File: config.mk
export PLATFORM = sky130hd
export DESIGN_NAME = fmq_cmd_master
export DESIGN_NICKNAME = d
export VERILOG_FILES = /design/src/rtl/fmq_cmd_master.sv
export SDC_FILE = /design/constraint.sdc
export NUM_CORES = 1
export LEC_CHECK = 0
export BUFFER_PORTS_ARGS = -buffer_cell sky130_fd_sc_hd__buf_2
export CORE_MARGIN = 4
export CORE_UTILIZATION = 57
export CTS_CLUSTER_DIAMETER = 200
export DETAILED_ROUTE_END_ITERATION = 8
export GPL_TIMING_DRIVEN = 0
export HOLD_SLACK_MARGIN = 0.12
export PLACE_DENSITY = 0.89
export SKIP_CTS_REPAIR_TIMING = 1
export SLEW_MARGIN = 20
export SYNTH_ARGS = -nofsm -noshare
export SYNTH_HDL_FRONTEND = slang
export SYNTH_SLANG_ARGS = --single-unit
File: constraint.sdc
create_clock -name clk -period 3.6 [get_ports clk]
set_clock_uncertainty 0.2 [all_clocks]
set_input_delay 0.9 -clock clk [delete_from_list [all_inputs] [get_ports clk]]
set_output_delay 0.9 -clock clk [all_outputs]
set_load 0.05 [all_outputs]
File: src/rtl/fmq_cmd_master.sv
// -----------------------------------------------------------------------------
// fmq_cmd_master
//
// Host-side initiator for the levitator board's 3-byte UART command protocol.
// One command is accepted at a time, encoded into a three-byte frame, and sent
// byte by byte toward a UART transmitter. Each byte must be echoed back
// unchanged before the next one is sent. Query commands also wait for one
// reply byte. A single-cycle response pulse reports the outcome.
//
// Ports:
//   clk, rst             clock, asynchronous active-low reset
//   cmd_valid/cmd_ready  command handshake (cmd_ready high only in IDLE)
//   cmd_op[2:0]          0 SET_OFFSET, 1 SET_DIV, 2 GET_OUTPUTS, 3 SET_DAC,
//                        4 RELOAD, 5 GET_VERSION, 6-7 illegal
//   cmd_data[18:0]       operand, latched when the command is accepted
//   tx_data/valid/ready  byte stream toward the UART transmitter
//   rx_data/valid/ready  byte stream from the UART receiver (echoes, replies)
//   rsp_valid            one-cycle response pulse
//   rsp_status[1:0]      00 OK, 01 ECHO_ERR, 10 TIMEOUT, 11 BAD_CMD
//   rsp_data[7:0]        reply byte for queries, otherwise 0
//   busy                 high in every state except IDLE
// -----------------------------------------------------------------------------
module fmq_cmd_master #(
  parameter int MAX_CHANNELS = 88,
  parameter int TIMEOUT      = 8192
) (
  input  logic        clk,
  input  logic        rst,
  input  logic        cmd_valid,
  output logic        cmd_ready,
  input  logic [2:0]  cmd_op,
  input  logic [18:0] cmd_data,
  output logic [7:0]  tx_data,
  output logic        tx_valid,
  input  logic        tx_ready,
  input  logic [7:0]  rx_data,
  input  logic        rx_valid,
  output logic        rx_ready,
  output logic        rsp_valid,
  output logic [1:0]  rsp_status,
  output logic [7:0]  rsp_data,
  output logic        busy
);

  typedef enum logic [2:0] {
    S_IDLE       = 3'd0,
    S_SEND       = 3'd1,
    S_WAIT_ECHO  = 3'd2,
    S_WAIT_REPLY = 3'd3,
    S_DONE       = 3'd4
  } state_e;

  localparam logic [2:0] OP_SET_OFFSET  = 3'd0;
  localparam logic [2:0] OP_SET_DIV     = 3'd1;
  localparam logic [2:0] OP_GET_OUTPUTS = 3'd2;
  localparam logic [2:0] OP_SET_DAC     = 3'd3;
  localparam logic [2:0] OP_RELOAD      = 3'd4;
  localparam logic [2:0] OP_GET_VERSION = 3'd5;

  localparam logic [1:0] ST_OK       = 2'b00;
  localparam logic [1:0] ST_ECHO_ERR = 2'b01;
  localparam logic [1:0] ST_TIMEOUT  = 2'b10;
  localparam logic [1:0] ST_BAD_CMD  = 2'b11;

  // Counter value at which the wait for a response byte is abandoned.
  localparam logic [19:0] TMO_LIMIT = 20'(TIMEOUT - 1);
  // Channel indices are 7 bits; one extra bit keeps the compare unsigned-safe.
  localparam logic [7:0]  MAX_CH    = 8'(MAX_CHANNELS);

  // Builds the full frame {B0, B1, B2} for a command.
  function automatic logic [23:0] encode_frame(input logic [2:0]  op,
                                               input logic [18:0] d);
    logic [23:0] frame;
    case (op)
      OP_SET_OFFSET:  frame = {1'b1, 2'b00, d[18:14], 1'b0, d[13:12], d[11:7], 1'b0, d[6:0]};
      OP_SET_DIV:     frame = {1'b1, 2'b01, d[18:14], 1'b0, d[13:7], 1'b0, d[6:0]};
      OP_GET_OUTPUTS: frame = {1'b1, 2'b10, 5'b00000, 8'h00, 8'h00};
      OP_SET_DAC:     frame = {1'b1, 2'b11, 5'b00000, 1'b0, 5'b00000, d[8:7], 1'b0, d[6:0]};
      OP_RELOAD:      frame = {1'b1, 2'b11, 5'b10000, 8'h00, 8'h00};
      OP_GET_VERSION: frame = {1'b1, 2'b11, 5'b01000, 8'h00, 8'h00};
      default:        frame = 24'h000000;
    endcase
    return frame;
  endfunction

  // Picks byte[idx] out of a stored frame.
  function automatic logic [7:0] frame_byte(input logic [23:0] frame,
                                            input logic [1:0]  idx);
    logic [7:0] b;
    case (idx)
      2'd0:    b = frame[23:16];
      2'd1:    b = frame[15:8];
      2'd2:    b = frame[7:0];
      default: b = 8'h00;
    endcase
    return b;
  endfunction

  state_e      state_q, state_d;
  logic [1:0]  idx_q, idx_d;
  logic [23:0] frame_q, frame_d;
  logic        query_q, query_d;
  logic [19:0] cnt_q, cnt_d;
  logic [7:0]  tx_data_q, tx_data_d;
  logic        tx_valid_q, tx_valid_d;
  logic        rsp_valid_q, rsp_valid_d;
  logic [1:0]  rsp_status_q, rsp_status_d;
  logic [7:0]  rsp_data_q, rsp_data_d;

  logic [23:0] enc_frame;
  logic        cmd_illegal;
  logic        rx_hs;
  logic [7:0]  exp_byte;

  // Decode of the incoming command, used only in IDLE at acceptance.
  always_comb begin
    enc_frame = encode_frame(cmd_op, cmd_data);
    if ((cmd_op == 3'd6) || (cmd_op == 3'd7)) begin
      cmd_illegal = 1'b1;
    end else if ((cmd_op == OP_SET_OFFSET) && ({1'b0, cmd_data[18:12]} >= MAX_CH)) begin
      cmd_illegal = 1'b1;
    end else begin
      cmd_illegal = 1'b0;
    end
  end

  assign rx_hs    = rx_valid && rx_ready;
  assign exp_byte = frame_byte(frame_q, idx_q);

  // State and datapath registers.
  always_ff @(posedge clk or negedge rst) begin
    if (!rst) begin
      state_q      <= S_IDLE;
      idx_q        <= 2'd0;
      frame_q      <= 24'h000000;
      query_q      <= 1'b0;
      cnt_q        <= 20'd0;
      tx_data_q    <= 8'h00;
      tx_valid_q   <= 1'b0;
      rsp_valid_q  <= 1'b0;
      rsp_status_q <= 2'b00;
      rsp_data_q   <= 8'h00;
    end else begin
      state_q      <= state_d;
      idx_q        <= idx_d;
      frame_q      <= frame_d;
      query_q      <= query_d;
      cnt_q        <= cnt_d;
      tx_data_q    <= tx_data_d;
      tx_valid_q   <= tx_valid_d;
      rsp_valid_q  <= rsp_valid_d;
      rsp_status_q <= rsp_status_d;
      rsp_data_q   <= rsp_data_d;
    end
  end

  // Next-state and next-datapath logic.
  always_comb begin
    state_d      = state_q;
    idx_d        = idx_q;
    frame_d      = frame_q;
    query_d      = query_q;
    cnt_d        = cnt_q;
    tx_data_d    = tx_data_q;
    tx_valid_d   = tx_valid_q;
    rsp_status_d = rsp_status_q;
    rsp_data_d   = rsp_data_q;

    case (state_q)
      S_IDLE: begin
        if (cmd_valid) begin
          frame_d = enc_frame;
          query_d = (cmd_op == OP_GET_OUTPUTS) || (cmd_op == OP_GET_VERSION);
          idx_d   = 2'd0;
          cnt_d   = 20'd0;
          if (cmd_illegal) begin
            // Rejected commands never touch the link.
            state_d      = S_DONE;
            rsp_status_d = ST_BAD_CMD;
            rsp_data_d   = 8'h00;
          end else begin
            state_d    = S_SEND;
            tx_valid_d = 1'b1;
            tx_data_d  = enc_frame[23:16];
          end
        end else begin
          state_d = S_IDLE;
        end
      end

      S_SEND: begin
        if (tx_ready) begin
          state_d    = S_WAIT_ECHO;
          tx_valid_d = 1'b0;
          cnt_d      = 20'd0;
        end else begin
          state_d = S_SEND;
        end
      end

      S_WAIT_ECHO: begin
        // A byte arriving on the limit cycle still counts; check rx first.
        if (rx_hs) begin
          cnt_d = 20'd0;
          if (rx_data != exp_byte) begin
            state_d      = S_DONE;
            rsp_status_d = ST_ECHO_ERR;
            rsp_data_d   = 8'h00;
          end else if (idx_q != 2'd2) begin
            idx_d      = idx_q + 2'd1;
            state_d    = S_SEND;
            tx_valid_d = 1'b1;
            tx_data_d  = frame_byte(frame_q, idx_q + 2'd1);
          end else if (query_q) begin
            state_d = S_WAIT_REPLY;
          end else begin
            state_d      = S_DONE;
            rsp_status_d = ST_OK;
            rsp_data_d   = 8'h00;
          end
        end else if (cnt_q == TMO_LIMIT) begin
          state_d      = S_DONE;
          rsp_status_d = ST_TIMEOUT;
          rsp_data_d   = 8'h00;
        end else begin
          cnt_d = cnt_q + 20'd1;
        end
      end

      S_WAIT_REPLY: begin
        if (rx_hs) begin
          state_d      = S_DONE;
          rsp_status_d = ST_OK;
          rsp_data_d   = rx_data;
        end else if (cnt_q == TMO_LIMIT) begin
          state_d      = S_DONE;
          rsp_status_d = ST_TIMEOUT;
          rsp_data_d   = 8'h00;
        end else begin
          cnt_d = cnt_q + 20'd1;
        end
      end

      S_DONE: begin
        state_d = S_IDLE;
      end

      default: begin
        state_d    = S_IDLE;
        tx_valid_d = 1'b0;
      end
    endcase

    // DONE always lasts one cycle, so this yields a single-cycle pulse that
    // lines up with the DONE state.
    rsp_valid_d = (state_d == S_DONE);
  end

  // Output decode from the registered state and datapath.
  always_comb begin
    cmd_ready  = (state_q == S_IDLE);
    busy       = (state_q != S_IDLE);
    case (state_q)
      S_IDLE, S_WAIT_ECHO, S_WAIT_REPLY: rx_ready = 1'b1;
      default:                           rx_ready = 1'b0;
    endcase
    tx_data    = tx_data_q;
    tx_valid   = tx_valid_q;
    rsp_valid  = rsp_valid_q;
    rsp_status = rsp_status_q;
    rsp_data   = rsp_data_q;
  end

endmodule
==> reports/qor.yml, run 1 <==
syn-num-nets: 444
synth_top_area_share_pct: 45.6
hold_class: "primary input to asynchronous set/reset pin"
min_period_over_period_pct: 93.9
maxSlewHeadroom_pct: 28.0
cts_tree: "done"
numCtsBuffers: 9
first_pass_iters: 6
viasPerCell: 6.40
ctsHtreeMaxLevel: 3
dieWidth_um: 88.9
reg2reg_to: "rsp_valid"
layout_min_cycle_time_ns: 3.38
n_antenna_cell: 0
grt_pass1_vias: 3291
critPathCaptureType: "register"
rsz0062_at_grt: "no"
synth_area_leaders: "dfrtp_1 (46%), nand2_1 (6.0%), o21ai_0 (4.0%)"
ys_types: 55
clk_transition_reported_paths_ns: 0.08
final_core_util_pct: 68.9
track_usage_pct: 25.7
drt_iter0_markers: 466
cts_max_path_buffers: 2
antenna_found_initial: 0
portBuffers: 56
async_reset_ff_share_pct: 100
rows: 29
synth_cells: 402
synth_top_area_cell: "dfrtp_1"
drtAntennaViolNets: 0
max_cap_viol_count: 0
synth_top_flop_cell: "dfrtp_1"
synth.most_common_cell: "dfrtp_1"
drc: 0
setup_viol: 0
num_vias: 3532
routed_wl_mm: 9.59
finalNetCount: 512
tns_ns: 0
path_class: "register to register"
grt_overflow: 0
r2r_cells: 10
fmax_ghz: 0.296
path_max_fanout: 10
leakagePower_nw: 1.98
outcome: "complete, no violations"
cts_sinks: 68
grt_start_max_net_pins: 58
io_pins: 58
avgSynthCellArea_sq_um: 9.28
dp_hpwl_mm: 6.83
clockRootBuffer: "clkbuf_8"
die-area_sq_um: 7910
power_density_nw_per_um2: 784
ys_top_cells_by_count: "dfrtp_1 (68), nand2_1 (60), o21ai_0 (30), nor2_1 (26), nand3_1 (16)"
final_hold_viol_count: 0
drive_gt1_share_pct: 19.4
yosys_warnings: 0
arrival_ns: 3.42
r2r-start: "idx_q[0]"
seq_area_frac_synth_pct: 45.6
ys_seq_elements: 68
tightestPinTransition_ns: 1.07
syn_to_final_growth_pct: 17.2
core_sq_um: 6350
finalMaxSlewViolations: 0
grt_pass1_wl_mm: 15.7
die_height_um: 88.9
r2r_setup_slack_ns: 0.22
ir_drop_mv: 0.848
cp-start-kind: "register"
wl_per_cell_um: 17.4
start_util_pct: 58.8
clk_latency_ns: 0.35
cp.required_ns: 3.64
synth-edff-count: 0
synth_area_sq_um: 3730
gp_congestion: 0.902
## critical path, stage by stage, from the launching register on
cell      delay (ns)
dfrtp_1         0.44
inv_1           0.13
ha_1            0.24
buf_4           0.18
a222oi_1        0.56
o22ai_1         0.22
o21ai_0         0.36
and4_1          0.24
buf_4           0.16
a31oi_2         0.20
or2_2           0.34
## metal layers
layer	routed length, um	GRT usage [%]	up-vias
li1	-	-	1637
met3	803	4.24	29
met4	214	11.3	0
met2	4390	39.6	186
met5	0	0	-
met1	4180	35.9	1680
## report_power, final
part / internal (mW) / switching (mW)
Sequential: 0.988 / 0.186
Combinational: 0.462 / 1.06
Clock: 0.429 / 0.308
## sequential cells by signal (all words and copies together) (netlist names)
name and cells:
query_q 1, tx_valid 1, rsp_data 8, frame_q 22
tx_data 8, cnt_q 20, rsp_status 2, idx_q 2
rsp_valid 1, state_q 3
## per-stage QoR
stage	power (mW)	hold WS, ns	instance area, sq um	setup WS (ns)	instances
after floorplan	2.26	0.247	3730	0.526	402
after global placement	2.61	0.267	4110	0.0885	535
after detailed placement	2.67	0.276	4140	0.0313	536
after CTS	3.41	0.189	4370	0.321	552
after global routing	3.61	0.200	4370	0.0577	552
final	3.43	0.191	4370	0.219	552
## cells by family (layout without fill, tap and decap cells)
| kind of cell | count (synthesis) | count (layout) | share of synthesized area (%) |
|---|---|---|---|
| DFF | 68 | 68 | 45.6 |
| muxes | 12 | 12 | 3.45 |
| adders and majority gates | 7 | 7 | 2.35 |
| buffers and inverters | 30 | 103 | 3.45 |
| xor gates and xnor gates | 12 | 12 | 2.82 |
| AOI/OAI and AO/OA | 114 | 114 | 21.9 |
| and+or+nand+nor | 159 | 159 | 20.4 |
## layout by cell type (no fill, tap or decap), types with 2 or more instances in the layout
master / count
ha_1: 7
nor2_1: 26
o21ai_0: 30
nand4_1: 4
nand3_1: 16
mux2i_1: 5
a21oi_1: 14
nor4_1: 4
a222oi_1: 14
nand2_1: 60
o32ai_1: 2
or3_1: 5
clkbuf_8: 11
nor2b_1: 4
and2_1: 3
a21o_1: 2
bufinv_16: 2
a31oi_1: 7
o21a_1: 2
and4_1: 2
o211ai_1: 3
buf_2: 56
o31ai_1: 5
and3_1: 7
mux2_2: 7
clkbuf_1: 14
or2_2: 3
or4_1: 2
inv_1: 11
nand2b_1: 8
clkinvlp_4: 2
xor2_1: 5
buf_4: 3
xnor2_1: 7
o22ai_1: 11
nor3_1: 11
a22o_1: 10
dfrtp_1: 68
## worst max-delay path by stage
stage | end | slack, ns | startpoint
final | rsp_valid | 0.22 | idx_q[0]
after CTS | rsp_valid | 0.32 | idx_q[0]
after global placement | tx_data[1] | 0.09 | cmd_op[1]
after global routing | rsp_valid | 0.06 | idx_q[1]
after detailed placement | tx_data[3] | 0.03 | cmd_op[1]
after floorplan | tx_data[0] | 0.53 | cmd_op[1]
## area by class of cell
class | instances | area, sq um
plain buffers | 19 | 87.6
clock buffers | 11 | 151
clock inverters | 5 | 83.8
fillers | 464 | 1980
inverters | 11 | 41.3
multi-input cells | 304 | 1900
flip-flops and latches | 68 | 1700
well taps | 77 | 96.3
repair buffers | 57 | 310
No activity file was read; power rests on OpenSTA's default activity.
==> run 2, diff against run 1 <==
--- a/config.mk
+++ b/config.mk
@@ -7,12 +7,12 @@
 export LEC_CHECK = 0
 export BUFFER_PORTS_ARGS = -buffer_cell sky130_fd_sc_hd__buf_2
 export CORE_MARGIN = 4
-export CORE_UTILIZATION = 57
+export CORE_UTILIZATION = 51
 export CTS_CLUSTER_DIAMETER = 200
 export DETAILED_ROUTE_END_ITERATION = 8
 export GPL_TIMING_DRIVEN = 0
 export HOLD_SLACK_MARGIN = 0.12
-export PLACE_DENSITY = 0.89
+export PLACE_DENSITY = 0.85
 export SKIP_CTS_REPAIR_TIMING = 1
 export SLEW_MARGIN = 20
 export SYNTH_ARGS = -nofsm -noshare
==> constraint.sdc (replaced) <==
create_clock -name clk -period 2.9 [get_ports clk]
set_clock_uncertainty 0.2 [all_clocks]
set_input_delay 0.725 -clock clk [delete_from_list [all_inputs] [get_ports clk]]
set_output_delay 0.725 -clock clk [all_outputs]
set_load 0.05 [all_outputs]
==> run 2 against run 1 <==
Net effect: the run now ends with setup timing left; first-iteration DRC count grew 39%; critical path depth shrank 3; total power grew 35%; worst setup slack lost 0.51 ns; routed wire length grew 23%; global-route usage shrank 2.1 points; design area grew 7.8%; sequential cell count is the same; count of clock-buffer cells in the layout shrank 2; sequential share of layout area shrank 2.7 points; critical endpoint is now rsp_data[5]; largest power group unchanged; highest routed layer unchanged.
==> reports/qor.yml, run 2 (synthesis results as in run 1) <==
outcome: "finished, violations left"  # was complete, no violations
violations: "setup timing"
setup_slack_ns: -0.296  # was 0.219 ns
fillerInstances: 517  # was 464
reg_top3: "frame_q x22, cnt_q x20"  # unchanged
top_register: "frame_q"  # unchanged
grt_pass1_wl_mm: 16.3  # was 15.7 mm
cts_sinks: 68  # unchanged
grt_overflow: 0  # unchanged
final_cell_mix: "dfrtp_1 (66), nand2_1 (60), buf_2 (55)"  # was dfrtp_1 (68), nand2_1 (60), buf_2 (56)
p_total_mw: 4.63  # was 3.43 mW
startpoint: "cnt_q[0]"  # was idx_q[0]
dp_hpwl_mm: 7.06  # was 6.83 mm
r2r-start: "cnt_q[0]"  # was idx_q[0]
grt_pass1_vias: 3441  # was 3,291
start_util_pct: 53.7  # was 58.8%
fmax_ghz: 0.313  # was 0.296 GHz
io_pins: 58  # unchanged
numCtsBuffers: 9  # unchanged
hold_class: "register to register"  # was primary input to asynchronous set/reset pin
rsz0062_at_grt: "yes"  # was no
cp.required_ns: 2.92  # was 3.64 ns
swShare_pct: 45.1  # was 45.2%
min_period_over_period_pct: 110  # was 93.9%
tns_ns: -4.85  # was 0 ns
reg2reg_to: "rsp_data[5]"  # was rsp_valid
rows: 30  # was 29
gp_congestion: 0.901  # was 0.902
viasPerCell: 6.61  # was 6.40
critPathCaptureType: "register"  # unchanged
track_usage_pct: 23.6  # was 25.7%
cp-start-kind: "register"  # unchanged
multi_input_area_sq_um: 2010  # was 1900 sq um
layout_commonest_cell: "dfrtp_1"  # unchanged
clockPowerShare_pct: 22.6  # was 21.5%
final_hold_viol_count: 0  # unchanged
r2r_cells: 7  # was 10
final_core_util_pct: 67.9  # was 68.9%
largest_reg_flops: 22  # unchanged
clk_latency_ns: 0.36  # was 0.35 ns
n_antenna_cell: 0  # unchanged
routed_wl_mm: 11.8  # was 9.59 mm
combPwrFrac_pct: 45.8  # was 44.3%
finalNonFillerCells: 592  # was 552
p_int_mw: 2.54  # was 1.88 mW
wl_per_cell_um: 19.9  # was 17.4 um
pre_cts_slack_ns: -0.495  # was 0.0313 ns
maxSlewHeadroom_pct: 31.3  # was 28.0%
finalMaxSlewViolations: 0  # unchanged
drc: 0  # unchanged
grt_start_max_net_pins: 41  # was 58
final-seq-area_sq_um: 1700  # about the same
core_sq_um: 6940  # was 6350 sq um
first_pass_iters: 7  # was 6
sequentialPowerShare_pct: 31.6  # was 34.2%
die-area_sq_um: 8750  # was 7910 sq um
drtAntennaViolNets: 0  # unchanged
max_cap_viol_count: 0  # unchanged
drt_iter0_markers: 647  # was 466
antenna_found_initial: 0  # unchanged
cts_max_path_buffers: 2  # unchanged
ir_drop_mv: 0.696  # was 0.848 mV
leakagePower_nw: 2.11  # was 1.98 nW
layout_min_cycle_time_ns: 3.20  # was 3.38 ns
portBuffers: 56  # unchanged
cts_tree: "done"  # unchanged
endpoint: "rsp_data[5]"  # was rsp_valid
power.switching_mw: 2.09  # was 1.55 mW
finalNetCount: 533  # was 512
die_height_um: 93.5  # was 88.9 um
clk_transition_reported_paths_ns: 0.08  # about the same
dp_cells: 555  # was 536
setup_viol: 22  # was 0
path_max_fanout: 10  # unchanged
ctsHtreeMaxLevel: 3  # unchanged
drive_gt1_share_pct: 25.2  # was 19.4%
num_vias: 3916  # was 3,532
clockRootBuffer: "clkbuf_8"  # unchanged
power_density_nw_per_um2: 983  # was 784 nW/um^2
r2r_setup_slack_ns: -0.30  # was 0.22 ns
tightestPinTransition_ns: 1.02  # was 1.07 ns
path_class: "register to register"  # unchanged
arrival_ns: 3.21  # was 3.42 ns
dieWidth_um: 93.5  # was 88.9 um
syn_to_final_growth_pct: 26.3  # was 17.2%
==> run 2: changes by cell type in the layout (fill, tap and decap cells not counted), moves of 3 or more <==
cell	change
o21ai_1	+7
buf_6	+3
o21ai_0	-8
buf_4	+16
==> run 2: worst max-delay path, cell delays in order, from the launching register on <==
cell and delay [ns]:
dfrtp_1 0.42, ha_1 0.21, nand3_1 0.23, or4_1 0.64, nor2_1 0.39, o21ai_0 0.35, a31oi_4 0.44, o21ai_1 0.17
==> run 2: area by class of cell <==
cell class              count  area share (%)
clock inverters             7            2.95
well taps                  96            2.55
repair buffers             78            9.98
plain buffers              19            2.15
flip-flops and latches     68            36.2
multi-input cells         304            42.6
inverters                  11           0.982
clock buffers               9            2.63
==> run 2: power by group through the flow <==
stage	logic (mW)	registers, mW	clock network, mW
floorplan	1.04	1.76	0
global placement	1.79	1.45	0
detailed placement	1.85	1.46	0
CTS	1.87	1.45	1.04
global route	2.24	1.48	1.10
finish	2.12	1.46	1.05
==> run 2: how the worst min path moves through the flow <==
stage	from	endpoint	slack (ns)	cells past startpoint
3_3_place_gp	cnt_q[19]	cnt_q[19]	0.27	1
3_5_place_dp	tx_data[2]	tx_data[2]	0.29	1
4_1_cts	rst	tx_data[3]	0.10	1
5_1_grt	cnt_q[19]	cnt_q[19]	0.34	1
6_report	rsp_data[0]	rsp_data[0]	0.31	2
2_1_floorplan	rst	cnt_q[0]	0.23	0
==> run 2: per-stage QoR <==
stage | hold WS [ns] | instance area, sq um
after detailed placement | 0.295 | 4160
final | 0.312 | 4710
after global routing | 0.338 | 4710
after floorplan | 0.229 | 3730
after CTS | 0.100 | 4420
after global placement | 0.267 | 4130
==> run 2: per-layer routing <==
layer	vias to the layer above	wire [um]	global-route usage, %
met5	-	0	0
met4	0	619	9.75
met2	343	5460	36.7
met1	1822	4300	31.8
li1	1675	-	-
met3	76	1380	5.23
